### src/rtl/uart_pkg.sv
// rtl/uart_pkg.sv - shared UART receiver/transmitter types and parity helper
package uart_pkg;

   localparam int MAX_DATA_BITS = 16;

   typedef enum logic [2:0] {IDLE, START, DATA, PARITY, STOP, DONE} rx_state_t;

   // Parity bit a transmitter appends; a receiver XORs in the received bit to get the error.
   function automatic logic parity_calc(input logic [MAX_DATA_BITS-1:0] data, input logic odd);
      return (^data) ^ odd;
   endfunction

endpackage

### src/rtl/uart_baud_gen.sv
// rtl/uart_baud_gen.sv - bit-period counter with mid-bit and end-of-bit ticks
module uart_baud_gen #(
   parameter int BAUD_DIV = 109
) (
   input  logic clk,
   input  logic rst_n,
   input  logic clr,
   output logic half_tick,
   output logic full_tick
);

   localparam int CW = $clog2(BAUD_DIV);
   localparam logic [CW-1:0] HALF = CW'(BAUD_DIV / 2 - 1);
   localparam logic [CW-1:0] FULL = CW'(BAUD_DIV - 1);

   logic [CW-1:0] cnt;

   always_ff @(posedge clk or negedge rst_n) begin
      if (!rst_n) begin
         cnt <= '0;
      end else if (clr || cnt == FULL) begin
         cnt <= '0;
      end else begin
         cnt <= cnt + CW'(1);
      end
   end

   assign half_tick = (cnt == HALF);
   assign full_tick = (cnt == FULL);

endmodule

### src/rtl/uart_rx_param.sv
// rtl/uart_rx_param.sv - parametrised UART receiver with error flags and rdy/clr_rdy handshake
module uart_rx_param
   import uart_pkg::*;
#(
   parameter int DATA_BITS  = 8,
   parameter int BAUD_DIV   = 109,
   parameter int PARITY_EN  = 0,
   parameter int PARITY_ODD = 0
) (
   input  logic                 clk,
   input  logic                 rst_n,
   input  logic                 RX,
   input  logic                 clr_rdy,
   output logic                 rdy,
   output logic [DATA_BITS-1:0] cmd,
   output logic                 frame_err,
   output logic                 parity_err,
   output logic                 overrun,
   output logic                 busy
);

   localparam int BCW = $clog2(DATA_BITS + 1);
   localparam logic [BCW-1:0] LAST_BIT = BCW'(DATA_BITS - 1);
   localparam logic ODD     = (PARITY_ODD != 0);
   localparam logic HAS_PAR = (PARITY_EN != 0);

   rx_state_t state, next_state;

   logic                 rx_meta, rx_s;
   logic                 half_tick, full_tick, cnt_clr;
   logic [BCW-1:0]       bit_cnt;
   logic [DATA_BITS-1:0] shreg;
   logic                 p_err, stop_sample;
   logic                 frame_start, shift_en, par_en, stop_en, done;

   always_ff @(posedge clk or negedge rst_n) begin
      if (!rst_n) begin
         rx_meta <= 1'b1;
         rx_s    <= 1'b1;
      end else begin
         rx_meta <= RX;
         rx_s    <= rx_meta;
      end
   end

   uart_baud_gen #(.BAUD_DIV(BAUD_DIV)) u_baud (
      .clk       (clk),
      .rst_n     (rst_n),
      .clr       (cnt_clr),
      .half_tick (half_tick),
      .full_tick (full_tick)
   );

   always_ff @(posedge clk or negedge rst_n) begin
      if (!rst_n) state <= IDLE;
      else        state <= next_state;
   end

   always_comb begin
      next_state = state;
      case (state)
         IDLE:    if (!rx_s) next_state = START;
         START:   if (half_tick) next_state = rx_s ? IDLE : DATA;
         DATA:    if (full_tick && bit_cnt == LAST_BIT) next_state = HAS_PAR ? PARITY : STOP;
         PARITY:  if (full_tick) next_state = STOP;
         STOP:    if (full_tick) next_state = DONE;
         DONE:    next_state = IDLE;
         default: next_state = IDLE;
      endcase
   end

   // Every state change restarts the bit period, so DATA ticks land mid-bit.
   always_comb begin
      busy        = (state != IDLE);
      cnt_clr     = (next_state != state);
      frame_start = (state == START) && (next_state == DATA);
      shift_en    = (state == DATA) && full_tick;
      par_en      = (state == PARITY) && full_tick;
      stop_en     = (state == STOP) && full_tick;
      done        = (state == DONE);
   end

   always_ff @(posedge clk or negedge rst_n) begin
      if (!rst_n) begin
         bit_cnt     <= '0;
         shreg       <= '0;
         p_err       <= 1'b0;
         stop_sample <= 1'b0;
         cmd         <= '0;
         rdy         <= 1'b0;
         frame_err   <= 1'b0;
         parity_err  <= 1'b0;
         overrun     <= 1'b0;
      end else begin
         if (frame_start) begin
            bit_cnt <= '0;
            p_err   <= 1'b0;
         end
         if (shift_en) begin
            shreg   <= {rx_s, shreg[DATA_BITS-1:1]};
            bit_cnt <= bit_cnt + BCW'(1);
         end
         if (par_en)  p_err <= parity_calc(MAX_DATA_BITS'(shreg), ODD) ^ rx_s;
         if (stop_en) stop_sample <= rx_s;
         // A word landing together with clr_rdy is fresh, so it is not an overrun.
         if (done) begin
            cmd        <= shreg;
            rdy        <= 1'b1;
            frame_err  <= ~stop_sample;
            parity_err <= p_err;
            overrun    <= ~clr_rdy & (overrun | rdy);
         end else if (clr_rdy) begin
            rdy        <= 1'b0;
            frame_err  <= 1'b0;
            parity_err <= 1'b0;
            overrun    <= 1'b0;
         end
      end
   end

endmodule

### config.mk
export PLATFORM = sky130hd
export DESIGN_NAME = uart_rx_param
export DESIGN_NICKNAME = d
export VERILOG_FILES = /design/src/rtl/uart_pkg.sv /design/src/rtl/uart_baud_gen.sv /design/src/rtl/uart_rx_param.sv
export SDC_FILE = /design/constraint.sdc
export NUM_CORES = 1
export LEC_CHECK = 0
export BUFFER_PORTS_ARGS = -buffer_cell sky130_fd_sc_hd__buf_2
export CAP_MARGIN = 15
export CORE_MARGIN = 8
export CORE_UTILIZATION = 24
export DETAILED_ROUTE_END_ITERATION = 12
export HOLD_SLACK_MARGIN = 0.1
export PLACE_DENSITY = 0.47
export SYNTH_ARGS = -nofsm -noshare
export SYNTH_HDL_FRONTEND = slang
export SYNTH_HIERARCHICAL = 1
export SYNTH_SLANG_ARGS = --single-unit
### constraint.sdc
create_clock -name clk -period 5.2 [get_ports clk]
set_input_delay 0.26 -clock clk [delete_from_list [all_inputs] [get_ports clk]]
set_output_delay 0.26 -clock clk [all_outputs]
set_load 0.05 [all_outputs]
* Word level (Yosys, flattened, before mapping)
Index checks and enable logic that the tools add are counted.
Cells by class: reduce and logical (&&, ||, !) cells 12, bitwise logic cells 5, add/subtract/negate cells 2, multipliers 0, order comparisons 0, mux-type cells 17, shift-type cells 0, div/mod/pow operators 0, eq/ne operators 10
Operators with widths (number):
- XOR reduction 16 bit | 1
- 2-to-1 mux 3 bit | 5
- one-hot mux 3 bit (5 select lines) | 1
- == test 3 x 2 -> 1 bit, second input constant | 3
- 2-to-1 mux 4 bit | 2
- adder 7 x 1 -> 7 bit, second input constant | 1
- == test 7 x 6 -> 1 bit, second input constant | 1
- == test 7 bit, second input constant | 1
- 2-to-1 mux 1 bit | 7
- 2-to-1 mux 7 bit | 1
- == test 3 bit, second input constant | 2
- nonzero test 2 bit | 3
- logical AND 1 bit | 5
- adder 4 x 1 -> 4 bit, second input constant | 1
- == test 4 x 3 -> 1 bit, second input constant | 1
- == test 3 x 1 -> 1 bit, second input constant | 1
- logical NOT 3 bit | 1
- inequality test 3 bit | 1
- nonzero test 3 bit | 1
- 2-to-1 mux 2 bit | 1
- inverter 1 bit | 2
- bitwise AND 1 bit | 1
- logical OR 1 bit | 1
- bitwise OR 1 bit | 1
- bitwise XOR 1 bit | 1
Word-level totals: RAM bits 0, output and inout port bits 13, logic and storage cells 59, latch bits 0, register bits 38, memories 0, input bits 4, memory bits (read-only) 0

* Longest topological paths before layout
Gate-level depths: netlist of the first run.
depth in word-level cells 8, depth in mapped cells 10, gate-level depth less buffers 10

* Hierarchy
Netlist of the first run, hierarchy kept.
Modules (own cells, without submodules):
- uart_rx_param | times used 1, area each 1388.8 µm², cells each 128
- uart_baud_gen | times used 1, area each 366.6 µm², cells each 37

* Least setup slack after synthesis of the first run
OpenSTA, ideal clock, no wires.
path type register to register, start reg u_baud.cnt[0], end reg u_baud.cnt[5], cell stages (with the launch flop) 10, data arrival time 1.852 ns, buffers on the path 0, setup time 0.079 ns, path slack 3.269 ns, path through dfrtp_1 -> inv_1 -> ha_1 -> nand4b_1 -> nor2_1 -> and4b_1 -> a2111oi_0 -> nor2_1 -> o21bai_1 -> a21oi_1
On the way: word-level cells in the longest chain between the ends 7, elaborated cells on any way between the ends 12, classes of those cells 1 x add/sub; 3 x eq/ne; 6 x mux; 2 x reduce/logical
RTL lines:
- start: declaration | RTL line uart_baud_gen.sv:16 | logic [CW-1:0] cnt;
- start signal: assignment | RTL line uart_baud_gen.sv:24 | cnt <= cnt + CW'(1);
- == test 7 bit * | RTL line uart_baud_gen.sv:29 | assign full_tick = (cnt == FULL);
- named net full_tick | RTL line uart_rx_param.sv:30 | logic half_tick, full_tick, cnt_clr;
- logical AND 1 bit | RTL line uart_rx_param.sv:64 | DATA: if (full_tick && bit_cnt == LAST_BIT) next_state = HAS_PAR ? PARITY : STOP;
- 2-to-1 mux 3 bit | RTL line uart_rx_param.sv:64
- one-hot mux 3 bit (5 select lines) * | RTL line uart_rx_param.sv:61 | case (state)
- inequality test 3 bit * | RTL line uart_rx_param.sv:75 | cnt_clr = (next_state != state);
- named net cnt_clr | RTL line uart_rx_param.sv:30
- logical OR 1 bit * | RTL line uart_baud_gen.sv:21 | end else if (clr || cnt == FULL) begin
- 2-to-1 mux 7 bit * | RTL line uart_baud_gen.sv:21
The timed path passes the listed nets; every way through them passes the cells marked *. A chain may end at the register's enable or synchronous reset.

* Worst setup path in the final report of the first run
Same ends and word-level chain as after synthesis.

==> results of run 1 <==
kinds of logic (layout without fill, tap and decap cells):
group,after synthesis,in the layout,synth area share
xor+xnor,10,10,0.0577
simple gates,71,71,0.195
fa+ha+maj,4,4,0.0285
mux,12,12,0.0748
compound gates,20,20,0.0684
buf+inv,10,30,0.0321
flops,38,38,0.543
layout by cell type, fill, tap and decap left out, types with 2 or more instances in the layout:
cell type	n
sky130_fd_sc_hd__nand3b_1	2
sky130_fd_sc_hd__nor3_1	2
sky130_fd_sc_hd__nor2_1	10
sky130_fd_sc_hd__dfrtp_1	36
sky130_fd_sc_hd__mux2_2	9
sky130_fd_sc_hd__o21ai_0	8
sky130_fd_sc_hd__nand3_2	2
sky130_fd_sc_hd__clkbuf_8	5
sky130_fd_sc_hd__a21oi_1	4
sky130_fd_sc_hd__nand2b_1	2
sky130_fd_sc_hd__or3_1	4
sky130_fd_sc_hd__inv_1	4
sky130_fd_sc_hd__xnor2_1	5
sky130_fd_sc_hd__o21ai_1	2
sky130_fd_sc_hd__buf_2	16
sky130_fd_sc_hd__mux2i_1	3
sky130_fd_sc_hd__nand2_1	36
sky130_fd_sc_hd__clkinvlp_4	2
sky130_fd_sc_hd__ha_1	4
sky130_fd_sc_hd__dfstp_2	2
sky130_fd_sc_hd__xor2_1	4
sky130_fd_sc_hd__nand3_1	6
sky130_fd_sc_hd__nor2b_1	2
area by class of cell:
cell class              count  area, µm²  share of cell area
flip-flops and latches     38        953               0.465
multi-input cells         117        746               0.364
well taps                  99        124              0.0604
repair buffers             18       97.6              0.0476
clock buffers               5       68.8              0.0336
clock inverters             3       45.0              0.0220
inverters                   4       15.0             0.00733
how the worst max path moves through the flow:
stage | startpoint | to
global route | u_baud/cnt[0] | u_baud/cnt[5]
CTS | u_baud/cnt[0] | bit_cnt[3]
floorplan | u_baud/cnt[0] | u_baud/cnt[5]
detailed placement | u_baud/cnt[0] | bit_cnt[3]
finish | u_baud/cnt[0] | u_baud/cnt[5]
global placement | u_baud/cnt[0] | bit_cnt[3]
power by group:
group	switching (mW)	internal [mW]
clock	0.107	0.143
sequential	0.000879	0.297
combinational	0.00656	0.00209
total	0.114	0.441
registers in the layout, indices dropped and copies added (netlist names), 3 cells and up:
name        flops
u_baud/cnt      7
shreg           8
state           3
bit_cnt         4
cmd             8
worst max-delay path, delay by kind of cell, from the launching register on:
| kind | cells | cell delay (ns) |
|---|---|---|
| compound gates | 3 | 0.91 |
| simple gates | 4 | 0.56 |
| flops | 1 | 0.42 |
| fa+ha+maj | 1 | 0.19 |
| buf+inv | 1 | 0.06 |
layer usage:
layer  vias up  global-route usage  part of all wire
li1        597                   -                 -
met2        22              0.0996              0.44
met5         -                   0                 0
met3         4              0.0234             0.052
met1       548              0.0870              0.48
met4         0              0.0447             0.023
==> impl_metrics.py, run 1 <==
metrics = {
    "status": {
        "run_status": "finished clean",
    },
    "setup_path": {
        "regToRegStartpoint": "u_baud/cnt[0]",
        "worstPathMaxFanout": 7,
        "setup.worst_path.start_class": "register",
        "worst_path_max_delay_cell": "sky130_fd_sc_hd__a2111oi_0",
        "timing.critical_path.cells": "inv_1 > ha_1 > nand4b_1 > nor2_1 > and4b_1 > a2111oi_0 > nor2_1 > o21bai_1 > a21oi_1",
        "worstPathRequired_ns": 5.41,
        "cpPeakStageDelay_ns": 0.43,
        "r2r_end": "u_baud/cnt[5]",
        "cp_common_cell": "sky130_fd_sc_hd__nor2_1",
        "critical_path.endpoint_type": "register",
        "arrival_ns": 2.44,
        "criticalPathCategory": "register to register",
        "timing.reg2reg.worst_path_depth": 9,
        "reg2reg_slack_ns": 2.97,
    },
    "pwr": {
        "worst_ir_drop_vdd_uv": 94.8,
        "post-layout-total-power_uw": 556,
        "cellPowerDensity_nw_per_um2": 271,
        "power_leakage_nw": 0.986,
    },
    "route": {
        "post_drt_wl_per_cell_um": 11.4,
        "detail_route.drc_violations": 0,
        "viasPerCell": 4.12,
        "route.antenna.remaining_nets": 0,
        "firstDrtPassIters": 4,
        "postRouteWirelength_um": 3230,
        "vias": 1171,
        "initialDrtViolationCount": 46,
    },
    "timing": {
        "finalSetupViolCount": 0,
        "fin_hold_ws_ns": 0.0736,
        "finalHoldViolCount": 0,
        "slew_worst_pin_ns": 0.839,
        "timing_max_transition_violations_final": 0,
        "fin_setup_tns_ns": 0,
        "postLayoutSetupSlackWorst_ns": 2.97,
        "finalClockSkew_ns": 0.00977,
        "period_needed_ns": 2.23,
        "timing.fmax_mhz": 449,
        "layout_worst_path_cycle_share": 0.428,
        "max-slew-margin-rel": 0.441,
        "unrepaired_setup_endpoints_after_global_routing": "false",
    },
    "grt": {
        "grt_use_total": 0.0695,
        "grt_overflow": 0,
        "grt_pass1_wl_um": 5480,
        "via_count_of_the_first_global_routing_pass": 1099,
        "antenna_found_initial": 0,
        "largest_net_degree_at_the_start_of_global_routing": 39,
    },
    "floorplanning": {
        "std_cell_rows": 31,
        "initial_core_util": 0.245,
        "die-area_um2": 10300,
        "fp.dieW_um": 102,
        "placeableCoreArea_um2": 7180,
        "die_height_um": 102,
        "number_of_i_o_pins": 17,
    },
    "yosys": {
        "postSynthRegisterBits": 38,
        "number_of_enable_flip_flop_cells_after_synthesis": 0,
        "yosys.cell_types.count": 35,
        "yosysWarnings": 6,
        "synth_top_area_cell": "sky130_fd_sc_hd__dfrtp_1",
        "ys_top_cells_by_area": "sky130_fd_sc_hd__dfrtp_1, sky130_fd_sc_hd__nand2_1, sky130_fd_sc_hd__mux2_2, sky130_fd_sc_hd__dfstp_2, sky130_fd_sc_hd__ha_1",
        "syn-instance-count": 165,
        "synth.top_cell.area_share": 0.513,
        "synth_ff_type": "sky130_fd_sc_hd__dfrtp_1",
        "netlist_top_cells_count": "sky130_fd_sc_hd__dfrtp_1, sky130_fd_sc_hd__nand2_1, sky130_fd_sc_hd__nor2_1",
        "synthesis.nets": 173,
        "seq_area_frac_synth": 0.543,
        "synthesis.area_um2": 1760,
        "synthArstFlopShare": 1.00,
        "avgSynthCellArea_um2": 10.6,
    },
    "layout": {
        "area_growth_pct": 16.8,
        "diodes": 0,
        "final_cells": 284,
        "utilization": 0.286,
        "nets": 192,
        "final_design_area_excluding_fillers_um2": 2050,
        "final_layout_size_suffix_gt1_frac": 0.227,
        "num-fill-cells": 766,
    },
    "clock_tree": {
        "insertion_delay_ns": 0.29,
        "htree_levels": 2,
        "cts_post_setup_buffers_inserted": 0,
        "cts_inserted_buffers": 5,
        "cts_resized": 0,
        "hold_buffers": 1,
        "cts_root_buf": "sky130_fd_sc_hd__clkbuf_8",
        "clock_tree.buffer_depth": 2,
        "clock-sinks": 38,
        "clkSlewWorstSetupHoldPaths_ns": 0.08,
        "cts_tree": "yes",
    },
    "placed_design": {
        "buffer_ports.inserted": 16,
        "dp.final_hpwl_um": 2230,
        "dp_slack_ns": 2.64,
        "routabilityCongestion": 0.697,
        "dpl-instance-area_um2": 1920,
        "place.detailed.instances": 274,
    },
    "job": {
        "max_cap_viol_count": 0,
    },
    "hold_path": {
        "worst_hold_path_type": "input pin to asynchronous set/reset pin",
    },
}
(Power assumes the default switching activity.)
==> run 2, diff against run 1 <==
--- a/config.mk
+++ b/config.mk
@@ -11,7 +11,7 @@
 export CORE_UTILIZATION = 24
 export DETAILED_ROUTE_END_ITERATION = 12
 export HOLD_SLACK_MARGIN = 0.1
-export PLACE_DENSITY = 0.47
+export PLACE_DENSITY = 0.48
 export SYNTH_ARGS = -nofsm -noshare
 export SYNTH_HDL_FRONTEND = slang
 export SYNTH_HIERARCHICAL = 1
==> constraint.sdc (replaced) <==
create_clock -name clk -period 1.9 [get_ports clk]
set_input_delay 0.095 -clock clk [delete_from_list [all_inputs] [get_ports clk]]
set_output_delay 0.095 -clock clk [all_outputs]
set_load 0.05 [all_outputs]
==> impl_metrics.py, run 2 (synthesis results as in run 1) <==
metrics = {
    "route": {
        "vias": 1225,
        "firstDrtPassIters": 4,
        "detail_route.drc_violations": 0,
        "postRouteWirelength_um": 3300,
        "initialDrtViolationCount": 43,
        "post_drt_wl_per_cell_um": 11.2,
        "route.antenna.remaining_nets": 0,
        "viasPerCell": 4.15,
    },
    "setup_path": {
        "criticalPathCategory": "register to register",
        "arrival_ns": 1.99,
        "worstPathRequired_ns": 2.12,
        "worstPathMaxFanout": 7,
        "setup.worst_path.start_class": "register",
        "timing.reg2reg.worst_path_depth": 9,
        "critical_path.endpoint_type": "register",
    },
    "timing": {
        "timing.fmax_mhz": 563,
        "max-slew-margin-rel": 0.675,
        "fin_hold_ws_ns": 0.358,
        "slew_worst_pin_ns": 0.487,
        "finalSetupViolCount": 0,
        "finalHoldViolCount": 0,
        "period_needed_ns": 1.78,
        "layout_worst_path_cycle_share": 0.934,
        "finalClockSkew_ns": 0.0106,
        "timing_max_transition_violations_final": 0,
        "unrepaired_setup_endpoints_after_global_routing": "true",
    },
    "layout": {
        "diodes": 0,
        "nets": 204,
        "final_layout_size_suffix_gt1_frac": 0.281,
        "final_cells": 295,
        "utilization": 0.304,
        "layout_common_cells": "sky130_fd_sc_hd__nand2_1, sky130_fd_sc_hd__dfrtp_1, sky130_fd_sc_hd__buf_2",
        "area_growth_pct": 24.3,
        "largest_registers": "cmd: 8 flops, shreg: 8 flops, u_baud/cnt: 7 flops",
    },
    "grt": {
        "via_count_of_the_first_global_routing_pass": 1216,
        "grt_pass1_wl_um": 5650,
        "antenna_found_initial": 0,
        "grt_overflow": 0,
        "grt_use_total": 0.0704,
        "largest_net_degree_at_the_start_of_global_routing": 39,
    },
    "placed_design": {
        "dp.final_hpwl_um": 2300,
        "buffer_ports.inserted": 16,
        "place.detailed.instances": 284,
        "routabilityCongestion": 0.694,
    },
    "floorplanning": {
        "number_of_i_o_pins": 17,
        "placeableCoreArea_um2": 7180,
        "std_cell_rows": 31,
        "die_height_um": 102,
        "fp.dieW_um": 102,
        "die-area_um2": 10300,
        "initial_core_util": 0.245,
    },
    "pwr": {
        "worst_ir_drop_vdd_uv": 212,
        "post-layout-total-power_mw": 1.54,
        "cellPowerDensity_nw_per_um2": 707,
        "power_leakage_nw": 1.06,
    },
    "clock_tree": {
        "htree_levels": 2,
        "clock_tree.buffer_depth": 2,
        "cts_tree": "yes",
        "clkSlewWorstSetupHoldPaths_ns": 0.08,
        "cts_inserted_buffers": 5,
        "clock-sinks": 38,
        "cts_root_buf": "sky130_fd_sc_hd__clkbuf_8",
        "insertion_delay_ns": 0.29,
    },
    "hold_path": {
        "hold_depth": 0,
        "worst_hold_path_type": "register to register",
    },
    "status": {
        "run_status": "finished clean",
    },
    "job": {
        "max_cap_viol_count": 0,
    },
}
[run 2: changes by cell type in the layout (fill, tap and decap cells not counted), sizes merged]
cell	change
buf	+11
clkinvlp	-2
dlygate4sd3	+2
[run 2: final timing paths]
check,from,endpoint,slack [ns]
worst max-delay path,u_baud/cnt[1],u_baud/cnt[5],0.12
worst min-delay path,rx_meta,rx_s,0.36
worst max register to register,u_baud/cnt[1],u_baud/cnt[5],0.12
worst min register to register,rx_meta,rx_s,0.36
max in group asynchronous,rst_n,rx_s,1.15
min in group asynchronous,rst_n,u_baud/cnt[3],0.38
[run 2: routing by layer]
layer  share of wire  track usage  vias up
met1            0.48       0.0813      581
met5               0            0        -
met2            0.44        0.111       20
li1                -            -      617
met3           0.054       0.0241        7
met4           0.024       0.0412        0
[run 2: report_power, final]
part / internal [mW] / switching (mW) / total (mW)
Clock: 0.420 / 0.279 / 0.699
Combinational: 0.00972 / 0.0197 / 0.0294
Sequential: 0.812 / 0.00259 / 0.815
[run 2: final cells by class]
| class | instances | area, µm² |
|---|---|---|
| multi-input cells | 117 | 785 |
| fillers | 740 | 4990 |
| inverters | 4 | 15.0 |
| repair buffers | 30 | 193 |
| clock buffers | 6 | 82.6 |
| flip-flops and latches | 38 | 953 |
| clock inverters | 1 | 30.0 |
| well taps | 99 | 124 |
[run 2: critical path, stage by stage (launching register included)]
cell and delay [ns]:
sky130_fd_sc_hd__dfrtp_1 0.35, sky130_fd_sc_hd__inv_1 0.06, sky130_fd_sc_hd__ha_1 0.17, sky130_fd_sc_hd__nand4b_1 0.12, sky130_fd_sc_hd__nor2_2 0.06, sky130_fd_sc_hd__and4b_1 0.25
sky130_fd_sc_hd__a2111oi_4 0.29, sky130_fd_sc_hd__nor2_1 0.07, sky130_fd_sc_hd__o21bai_4 0.21, sky130_fd_sc_hd__a21oi_1 0.13
[run 2: stage by stage]
stage,area [µm²],TNS [ns],worst slack (ns)
finish,2180,0,0.125
global route,2180,-0.0623,-0.0193
CTS,2160,0,0.0529
detailed placement,2010,-0.0324,-0.0324
global placement,2010,0,0.0451
floorplan,1770,0,0.0148
[run 2: repair_timing]
| action | CTS | global route |
|---|---|---|
| setup buffers | 1 | 0 |
| hold buffers | 3 | 0 |
| endpoints found under the setup margin | 3 | 7 |
| endpoints found under the hold margin | 40 | 0 |
| resized for setup | 1 | 2 |
| pin swaps | 0 | 1 |
